<file path="config.mk">
export PLATFORM = sky130hd
export DESIGN_NAME = ads5404_idelay_cal
export DESIGN_NICKNAME = d
export VERILOG_FILES = /design/src/rtl/ads5404_cal_pkg.sv /design/src/rtl/ads5404_eye_tracker.sv /design/src/rtl/ads5404_idelay_cal.sv
export SDC_FILE = /design/constraint.sdc
export NUM_CORES = 1
export LEC_CHECK = 0
export CAP_MARGIN = 20
export CORE_ASPECT_RATIO = 1.75
export CORE_UTILIZATION = 41
export CTS_CLUSTER_DIAMETER = 100
export DETAILED_ROUTE_END_ITERATION = 7
export GPL_TIMING_DRIVEN = 0
export PLACE_DENSITY = 0.71
export SLEW_MARGIN = 15
export SYNTH_ARGS = -nofsm -noshare
export SYNTH_HDL_FRONTEND = slang
export SYNTH_SLANG_ARGS = --single-unit
</file>
<file path="constraint.sdc">
create_clock -name clk -period 6.9 [get_ports clk]
set_input_delay 1.38 -clock clk [delete_from_list [all_inputs] [get_ports clk]]
set_output_delay 1.38 -clock clk [all_outputs]
set_load 0.005 [all_outputs]
</file>
<file path="src/rtl/ads5404_cal_pkg.sv">
// ads5404_cal_pkg
// Shared definitions for the ADS5404 input-delay calibration block:
//   - calibration FSM state enum
//   - tap width / tap count constants
//   - eye tracker record type
//   - center_tap(): converts a tracked eye (start, length) into the tap to apply
package ads5404_cal_pkg;

    localparam int TAP_W = 5;
    localparam int NTAPS = 32;
    // A run can cover all 32 taps, so the length needs one bit more than a tap
    localparam int LEN_W = TAP_W + 1;

    typedef enum logic [2:0] {
        IDLE,
        LOAD,
        SETTLE,
        CHECK,
        EVAL,
        APPLY,
        NEXT,
        FIN
    } cal_state_e;

    typedef struct packed {
        logic [TAP_W-1:0] cur_start;
        logic [LEN_W-1:0] cur_len;
        logic [TAP_W-1:0] best_start;
        logic [LEN_W-1:0] best_len;
    } eye_track_t;

    // Middle of the widest eye. start+len never exceeds 32, so start+len/2
    // always fits back into a 5-bit tap.
    function automatic logic [TAP_W-1:0] center_tap(
        input logic [TAP_W-1:0] start,
        input logic [LEN_W-1:0] len,
        input logic [TAP_W-1:0] dflt
    );
        if (len == '0) begin
            return dflt;
        end
        return TAP_W'(LEN_W'(start) + (len >> 1));
    endfunction

endpackage

</file>
<file path="src/rtl/ads5404_eye_tracker.sv">
// ads5404_eye_tracker
// Finds the longest run of consecutive passing taps for one lane. Taps are
// presented in order 0..31, one per 'valid' pulse; the tracker counts them
// itself so it needs no tap input.
// Ports:
//   clk, rst_n  - clock, async active-low reset
//   clear       - restart tracking (next valid is tap 0)
//   valid       - one tap result is present on 'pass'
//   pass        - the tap being reported passed
//   best_start  - first tap of the longest passing run seen so far
//   best_len    - length of that run (0 = no passing tap yet)
module ads5404_eye_tracker
    import ads5404_cal_pkg::*;
(
    input  logic             clk,
    input  logic             rst_n,
    input  logic             clear,
    input  logic             valid,
    input  logic             pass,
    output logic [TAP_W-1:0] best_start,
    output logic [LEN_W-1:0] best_len
);

    eye_track_t       trk_q, trk_d;
    logic [TAP_W-1:0] idx_q, idx_d;
    logic [TAP_W-1:0] run_start;
    logic [LEN_W-1:0] run_len;

    // The best run is refreshed as soon as the open run overtakes it, so a
    // run still open at tap 31 is already counted. Strict '>' keeps the
    // lowest start on equal lengths.
    always_comb begin
        trk_d     = trk_q;
        idx_d     = idx_q;
        run_start = trk_q.cur_start;
        run_len   = '0;
        if (clear) begin
            trk_d = '0;
            idx_d = '0;
        end else if (valid) begin
            idx_d = idx_q + 1'b1;
            if (pass) begin
                run_start       = (trk_q.cur_len == '0) ? idx_q : trk_q.cur_start;
                run_len         = trk_q.cur_len + 1'b1;
                trk_d.cur_start = run_start;
                trk_d.cur_len   = run_len;
                if (run_len > trk_q.best_len) begin
                    trk_d.best_start = run_start;
                    trk_d.best_len   = run_len;
                end
            end else begin
                trk_d.cur_len = '0;
            end
        end
    end

    always_ff @(posedge clk or negedge rst_n) begin
        if (!rst_n) begin
            trk_q <= '0;
            idx_q <= '0;
        end else begin
            trk_q <= trk_d;
            idx_q <= idx_d;
        end
    end

    assign best_start = trk_q.best_start;
    assign best_len   = trk_q.best_len;

endmodule

</file>
<file path="src/rtl/ads5404_idelay_cal.sv">
// ads5404_idelay_cal
// Per-lane IDELAY calibration for the ADS5404 capture interface. While the
// ADC drives its test pattern, every lane is swept over taps 0..31; each tap
// is loaded, allowed to settle, then checked for CHECK_CYCLES cycles. The
// centre of the widest passing eye is loaded as the lane's final tap. The
// ovr and sync lanes get DEFAULT_TAP at the end.
// Ports:
//   clk, rst_n   - clock (also the IDELAY control clock), async active-low reset
//   start        - one-cycle calibration request (ignored while busy)
//   d_0, d_1     - captured first/second-edge words
//   idelay_val   - tap value in [4:0], upper bits zero
//   idelay_ctrl  - one-hot LD strobes: lanes 0..NBITS-1, ovr NBITS, sync NBITS+1
//   busy         - calibration in progress
//   done         - sticky completion flag
//   err          - sticky per-lane "no eye found" flags
//   lane_tap     - final tap per lane, 5 bits each
module ads5404_idelay_cal
    import ads5404_cal_pkg::*;
#(
    parameter int               NBITS         = 12,
    parameter int               SETTLE_CYCLES = 16,
    parameter int               CHECK_CYCLES  = 32,
    parameter int               DEFAULT_TAP   = 8,
    parameter logic [NBITS-1:0] PATTERN_0     = {NBITS{1'b0}},
    parameter logic [NBITS-1:0] PATTERN_1     = {NBITS{1'b1}}
) (
    input  logic                   clk,
    input  logic                   rst_n,
    input  logic                   start,
    input  logic [NBITS-1:0]       d_0,
    input  logic [NBITS-1:0]       d_1,
    output logic [31:0]            idelay_val,
    output logic [15:0]            idelay_ctrl,
    output logic                   busy,
    output logic                   done,
    output logic [NBITS-1:0]       err,
    output logic [TAP_W*NBITS-1:0] lane_tap
);

    localparam int LANE_W  = (NBITS > 1) ? $clog2(NBITS) : 1;
    localparam int CNT_MAX = (SETTLE_CYCLES > CHECK_CYCLES) ? SETTLE_CYCLES : CHECK_CYCLES;
    localparam int CNT_W   = $clog2(CNT_MAX + 1);

    localparam logic [TAP_W-1:0]  DEF_TAP    = TAP_W'(DEFAULT_TAP);
    localparam logic [LANE_W-1:0] LAST_LANE  = LANE_W'(NBITS - 1);
    localparam logic [TAP_W-1:0]  LAST_TAP   = TAP_W'(NTAPS - 1);
    localparam logic [CNT_W-1:0]  SETTLE_END = CNT_W'(SETTLE_CYCLES - 1);
    localparam logic [CNT_W-1:0]  CHECK_END  = CNT_W'(CHECK_CYCLES - 1);
    localparam logic [15:0]       OVR_STB    = 16'd1 << NBITS;
    localparam logic [15:0]       SYNC_STB   = 16'd1 << (NBITS + 1);

    cal_state_e             state_q, state_d;
    logic [LANE_W-1:0]      lane_q;
    logic [TAP_W-1:0]       tap_q;
    logic [CNT_W-1:0]       cnt_q;
    logic                   fail_q;
    logic                   fin_q;
    logic                   busy_q;
    logic                   done_q;
    logic [NBITS-1:0]       err_q;
    logic [TAP_W*NBITS-1:0] lane_tap_q;
    logic [TAP_W-1:0]       val_hold_q;

    logic [TAP_W-1:0]       val_d;
    logic [15:0]            ctrl_d;
    logic                   trk_clear;
    logic                   trk_valid;
    logic [TAP_W-1:0]       best_start;
    logic [LEN_W-1:0]       best_len;
    logic [TAP_W-1:0]       final_tap;
    logic                   lane_bad;

    ads5404_eye_tracker u_tracker (
        .clk        (clk),
        .rst_n      (rst_n),
        .clear      (trk_clear),
        .valid      (trk_valid),
        .pass       (~fail_q),
        .best_start (best_start),
        .best_len   (best_len)
    );

    assign final_tap = center_tap(best_start, best_len, DEF_TAP);
    assign lane_bad  = (d_0[lane_q] != PATTERN_0[lane_q]) ||
                       (d_1[lane_q] != PATTERN_1[lane_q]);

    always_ff @(posedge clk or negedge rst_n) begin
        if (!rst_n) begin
            state_q <= IDLE;
        end else begin
            state_q <= state_d;
        end
    end

    // Next state plus the Moore strobe outputs. idelay_val follows val_d,
    // which only departs from the held value while a strobe is driven.
    always_comb begin
        state_d   = state_q;
        val_d     = val_hold_q;
        ctrl_d    = '0;
        trk_clear = 1'b0;
        trk_valid = 1'b0;
        unique case (state_q)
            IDLE: begin
                if (start) begin
                    state_d   = LOAD;
                    trk_clear = 1'b1;
                end
            end
            LOAD: begin
                ctrl_d  = 16'd1 << lane_q;
                val_d   = tap_q;
                state_d = SETTLE;
            end
            SETTLE: begin
                if (cnt_q == SETTLE_END) begin
                    state_d = CHECK;
                end
            end
            CHECK: begin
                if (cnt_q == CHECK_END) begin
                    state_d = EVAL;
                end
            end
            EVAL: begin
                trk_valid = 1'b1;
                state_d   = (tap_q == LAST_TAP) ? APPLY : LOAD;
            end
            APPLY: begin
                ctrl_d  = 16'd1 << lane_q;
                val_d   = final_tap;
                state_d = NEXT;
            end
            NEXT: begin
                if (lane_q == LAST_LANE) begin
                    state_d = FIN;
                end else begin
                    state_d   = LOAD;
                    trk_clear = 1'b1;
                end
            end
            FIN: begin
                ctrl_d = fin_q ? SYNC_STB : OVR_STB;
                val_d  = DEF_TAP;
                if (fin_q) begin
                    state_d = IDLE;
                end
            end
            default: state_d = IDLE;
        endcase
    end

    // Datapath: lane/tap sequencing, settle/check counting, the sticky
    // result flags and the per-lane result table.
    always_ff @(posedge clk or negedge rst_n) begin
        if (!rst_n) begin
            lane_q     <= '0;
            tap_q      <= '0;
            cnt_q      <= '0;
            fail_q     <= 1'b0;
            fin_q      <= 1'b0;
            busy_q     <= 1'b0;
            done_q     <= 1'b0;
            err_q      <= '0;
            lane_tap_q <= {NBITS{DEF_TAP}};
            val_hold_q <= '0;
        end else begin
            val_hold_q <= val_d;
            case (state_q)
                IDLE: begin
                    if (start) begin
                        lane_q <= '0;
                        tap_q  <= '0;
                        cnt_q  <= '0;
                        fin_q  <= 1'b0;
                        busy_q <= 1'b1;
                        done_q <= 1'b0;
                        err_q  <= '0;
                    end
                end
                LOAD: begin
                    cnt_q  <= '0;
                    fail_q <= 1'b0;
                end
                SETTLE: begin
                    cnt_q <= (cnt_q == SETTLE_END) ? '0 : cnt_q + 1'b1;
                end
                CHECK: begin
                    cnt_q <= (cnt_q == CHECK_END) ? '0 : cnt_q + 1'b1;
                    if (lane_bad) begin
                        fail_q <= 1'b1;
                    end
                end
                EVAL: begin
                    tap_q <= tap_q + 1'b1;
                end
                APPLY: begin
                    lane_tap_q[lane_q*TAP_W +: TAP_W] <= final_tap;
                    if (best_len == '0) begin
                        err_q[lane_q] <= 1'b1;
                    end
                end
                NEXT: begin
                    if (lane_q != LAST_LANE) begin
                        lane_q <= lane_q + 1'b1;
                        tap_q  <= '0;
                    end
                end
                FIN: begin
                    if (fin_q) begin
                        fin_q  <= 1'b0;
                        busy_q <= 1'b0;
                        done_q <= 1'b1;
                    end else begin
                        fin_q <= 1'b1;
                    end
                end
                default: ;
            endcase
        end
    end

    assign idelay_val  = {{(32-TAP_W){1'b0}}, val_d};
    assign idelay_ctrl = ctrl_d;
    assign busy        = busy_q;
    assign done        = done_q;
    assign err         = err_q;
    assign lane_tap    = lane_tap_q;

endmodule

</file>
==> impl_results.md <==
- Status: finished, violations left
- Failing checks: DRC
- DIE HEIGHT: around 170 um
- H-tree lvl count: 4
- Via Count: 5214
- # rows: between 60 and 70
- Sequential share of the synthesized area: 47.9%
- Syn_area_per_cell: about 11 um^2
- Vias in the first global route: 5483
- Bufs on Longest Clock Path: 2
- Synthesized area: between 6000 and 7000 um^2
- Clock skew: 0.00793 ns
- Synth top area share: 43.1%
- CP required: 5.52 ns
- Clock Pin Slew Worst Setup and Hold Paths: 0.06 ns
- Final Worst Setup Slack: 2.35 ns
- CTS root buf: clkbuf_16
- Post-DP HPWL: 13.1 mm
- Relative max-transition margin: 36.8%
- Met1 wire length: roughly 6.6 mm
- Post-synthesis register bit count: 126
- WL per Instance: 17.8 um
- Nets: 843
- Final core occ: between 50% and 60%
- Slew Viols, Final: 0
- Initial DRC count: 173
- Pre-antenna DRT Iters: 6
- Core Box Area: 15800 um^2
- YS warnings: 0
- Maximum VDD drop: 154 uV
- GPL Wtd Cong: 0.942
- Synth top area cells: dfrtp_1 43%, mux2_2 7.8%, ha_1 5.1%, dfstp_2 4.8%, nor2_1 3.5%
- N_diodes: 0
- Leak: 4.06 nW
- Worst Path Max Fanout: 7
- Total track usage: roughly 22%
- Initial antenna violation count: 0
- Die W: 98.0 um
- Hold Fails Final Rpt: 0
- Hold Buf Count CTS: 0
- Crit path DAT: roughly 3.2 ns
- Largest area contributor in the netlist: dfrtp_1
- Max Clk Rate: approximately 220 MHz
- Hold crit path type: register to register
- MaxCap Viol Count: 0
- Synthesized instance count: 621
- Pin slew with the least headroom to its limit: 0.942 ns
- Setup crit start kind: register
- Skew-Pair Late Insertion Delay: 0.42 ns
- Power density cells: 197 nW/um^2
- Via density: between 5 and 6
- Residual DRC: 6
- CTS sink count: 126
- Starting density of the core: about two fifths
- Largest net degree at the start of global routing: 70
- Final instance area: between 8000 and 9000 um^2
- Critical Path End Type: output pin
- Post_cts resized: 0
- DR top layer: met4
- Placed cell area: around 8200 um^2
- Synth Flop Type: dfrtp_1
- Die ar.: 16700 um^2
- Ports: 149
- Area Growth Syn to Fin: 32.5%
- Critical path class: register to output pin
- Number of synthesized flops with an enable pin: 0
- GR Overflow Total: 0
- Layout cell share with drive strength beyond 1: a little under a fifth
- Fin crit share: 66.0%
- ANT nets after route: 0
- Met3 wire length: between 700 and 800 um
- RSZ-0062 raised after global routing: no
- DR WL met2: 9.64 mm
- Setup Viol. Count Final: 0
- First-pass GRT wire length: between 20 and 30 mm
- Final min period: 4.55 ns
- CTS tree: yes
- Setup bufs post-CTS: 0
- FFs w/ async S/R, synth: 100%
- Port bufs: 121
- Pre-CTS setup slack: 2.86 ns
- Setup_tns: 0 ns
- CTS Buf Count: 17
- WL final: 17.7 mm
- Synth unique cells: 60
[stage by stage]
stage	total power, mW	hold slack, ns	cells
after global placement	0.851	0.454	957
after CTS	1.74	0.472	990
after floorplan	0.805	0.454	647
after global routing	1.78	0.477	990
after detailed placement	0.854	0.465	958
final	1.73	0.469	990
[cell usage in the layout (no fill, tap or decap), types with 17 or more instances in the layout]
| cell | instances |
|---|---|
| inv_1 | 19 |
| a21oi_1 | 33 |
| clkbuf_16 | 17 |
| nor2_1 | 62 |
| conb_1 | 27 |
| nand3_1 | 18 |
| nand2_1 | 46 |
| clkdlybuf4s50_1 | 120 |
| o21ai_0 | 20 |
| ha_1 | 27 |
| mux2i_1 | 21 |
| buf_4 | 30 |
| dfrtp_1 | 114 |
| mux2_2 | 46 |
[per-layer routing]
metal | track usage, % | vias up
met5 | 0 | -
met2 | 40.8 | 157
li1 | - | 2474
met4 | 11.0 | 0
met1 | 23.7 | 2541
met3 | 4.85 | 42
[critical path, stage by stage (launching register included)]
cell             delay, ns
dfrtp_1               0.40
ha_1                  0.23
fa_1                  0.41
nand3_1               0.12
a21oi_1               0.07
o21ai_1               0.68
o21ai_0               0.33
clkdlybuf4s50_1       0.52
[synthesized netlist by cell type (8+ instances only)]
cell      instances
nor2_1           62
mux2i_1          21
mux2_2           46
inv_1            19
buf_2             8
and2_1           10
dfstp_2          12
nor3_1           14
nand2_1          46
a211oi_1         11
a31oi_1           9
a21oi_1          33
nand4_1          10
xor2_1            8
dfrtp_1         114
nand3_1          18
o21ai_0          20
ha_1             27
and3_1           11
buf_4            30
clkbuf_1         12
[power by group]
group / total [mW] / internal, mW / switching [mW]
sequential: 0.754 / 0.747 / 0.00680
clock: 0.886 / 0.508 / 0.378
combinational: 0.0864 / 0.0447 / 0.0418
[path summary, 6_finish.rpt]
path	from	to	slack [ns]	cells past startpoint
worst max register to register	lane_q[0]	lane_tap[41]	3.89	8
worst max-delay path	u_tracker.best_start[0]	idelay_val[4]	2.35	7
min in group asynchronous	rst_n	u_tracker.best_start[3]	0.94	1
worst min-delay path	lane_tap[23]	lane_tap[23]	0.47	2
max in group asynchronous	rst_n	lane_tap[33]	5.19	2
worst min register to register	lane_tap[23]	lane_tap[23]	0.47	2
[logic make-up (layout without fill, tap and decap cells)]
family          after synthesis  count (layout)  share of synthesized area (%)
compound gates               99              99                           9.38
xor+xnor                     15              15                           2.10
fa+ha+maj                    28              28                           5.41
buf+inv                      74             228                           6.21
flops                       126             126                           47.9
mux                          77              77                           13.6
other cells                   1              27                         0.0567
simple gates                201             201                           15.4
[layout make-up]
cell class              instances  area [um^2]
fillers                      1358         7030
clock buffers                  17          425
well taps                     189          236
flip-flops and latches        126         3170
repair buffers                122         1240
clock inverters                15          153
multi-input cells             447         3130
plain buffers                  54          333
inverters                      20         77.6
[registers in the layout (all words and copies together) (netlist names), 3 cells and up]
signal                count
state_q                   3
tap_q                     5
err                      12
cnt_q                     6
lane_tap                 60
u_tracker.best_start      5
u_tracker.idx_q           5
val_hold_q                5
u_tracker.best_len        6
lane_q                    4
u_tracker.trk_q          11
No activity file was read; power rests on OpenSTA's default activity.
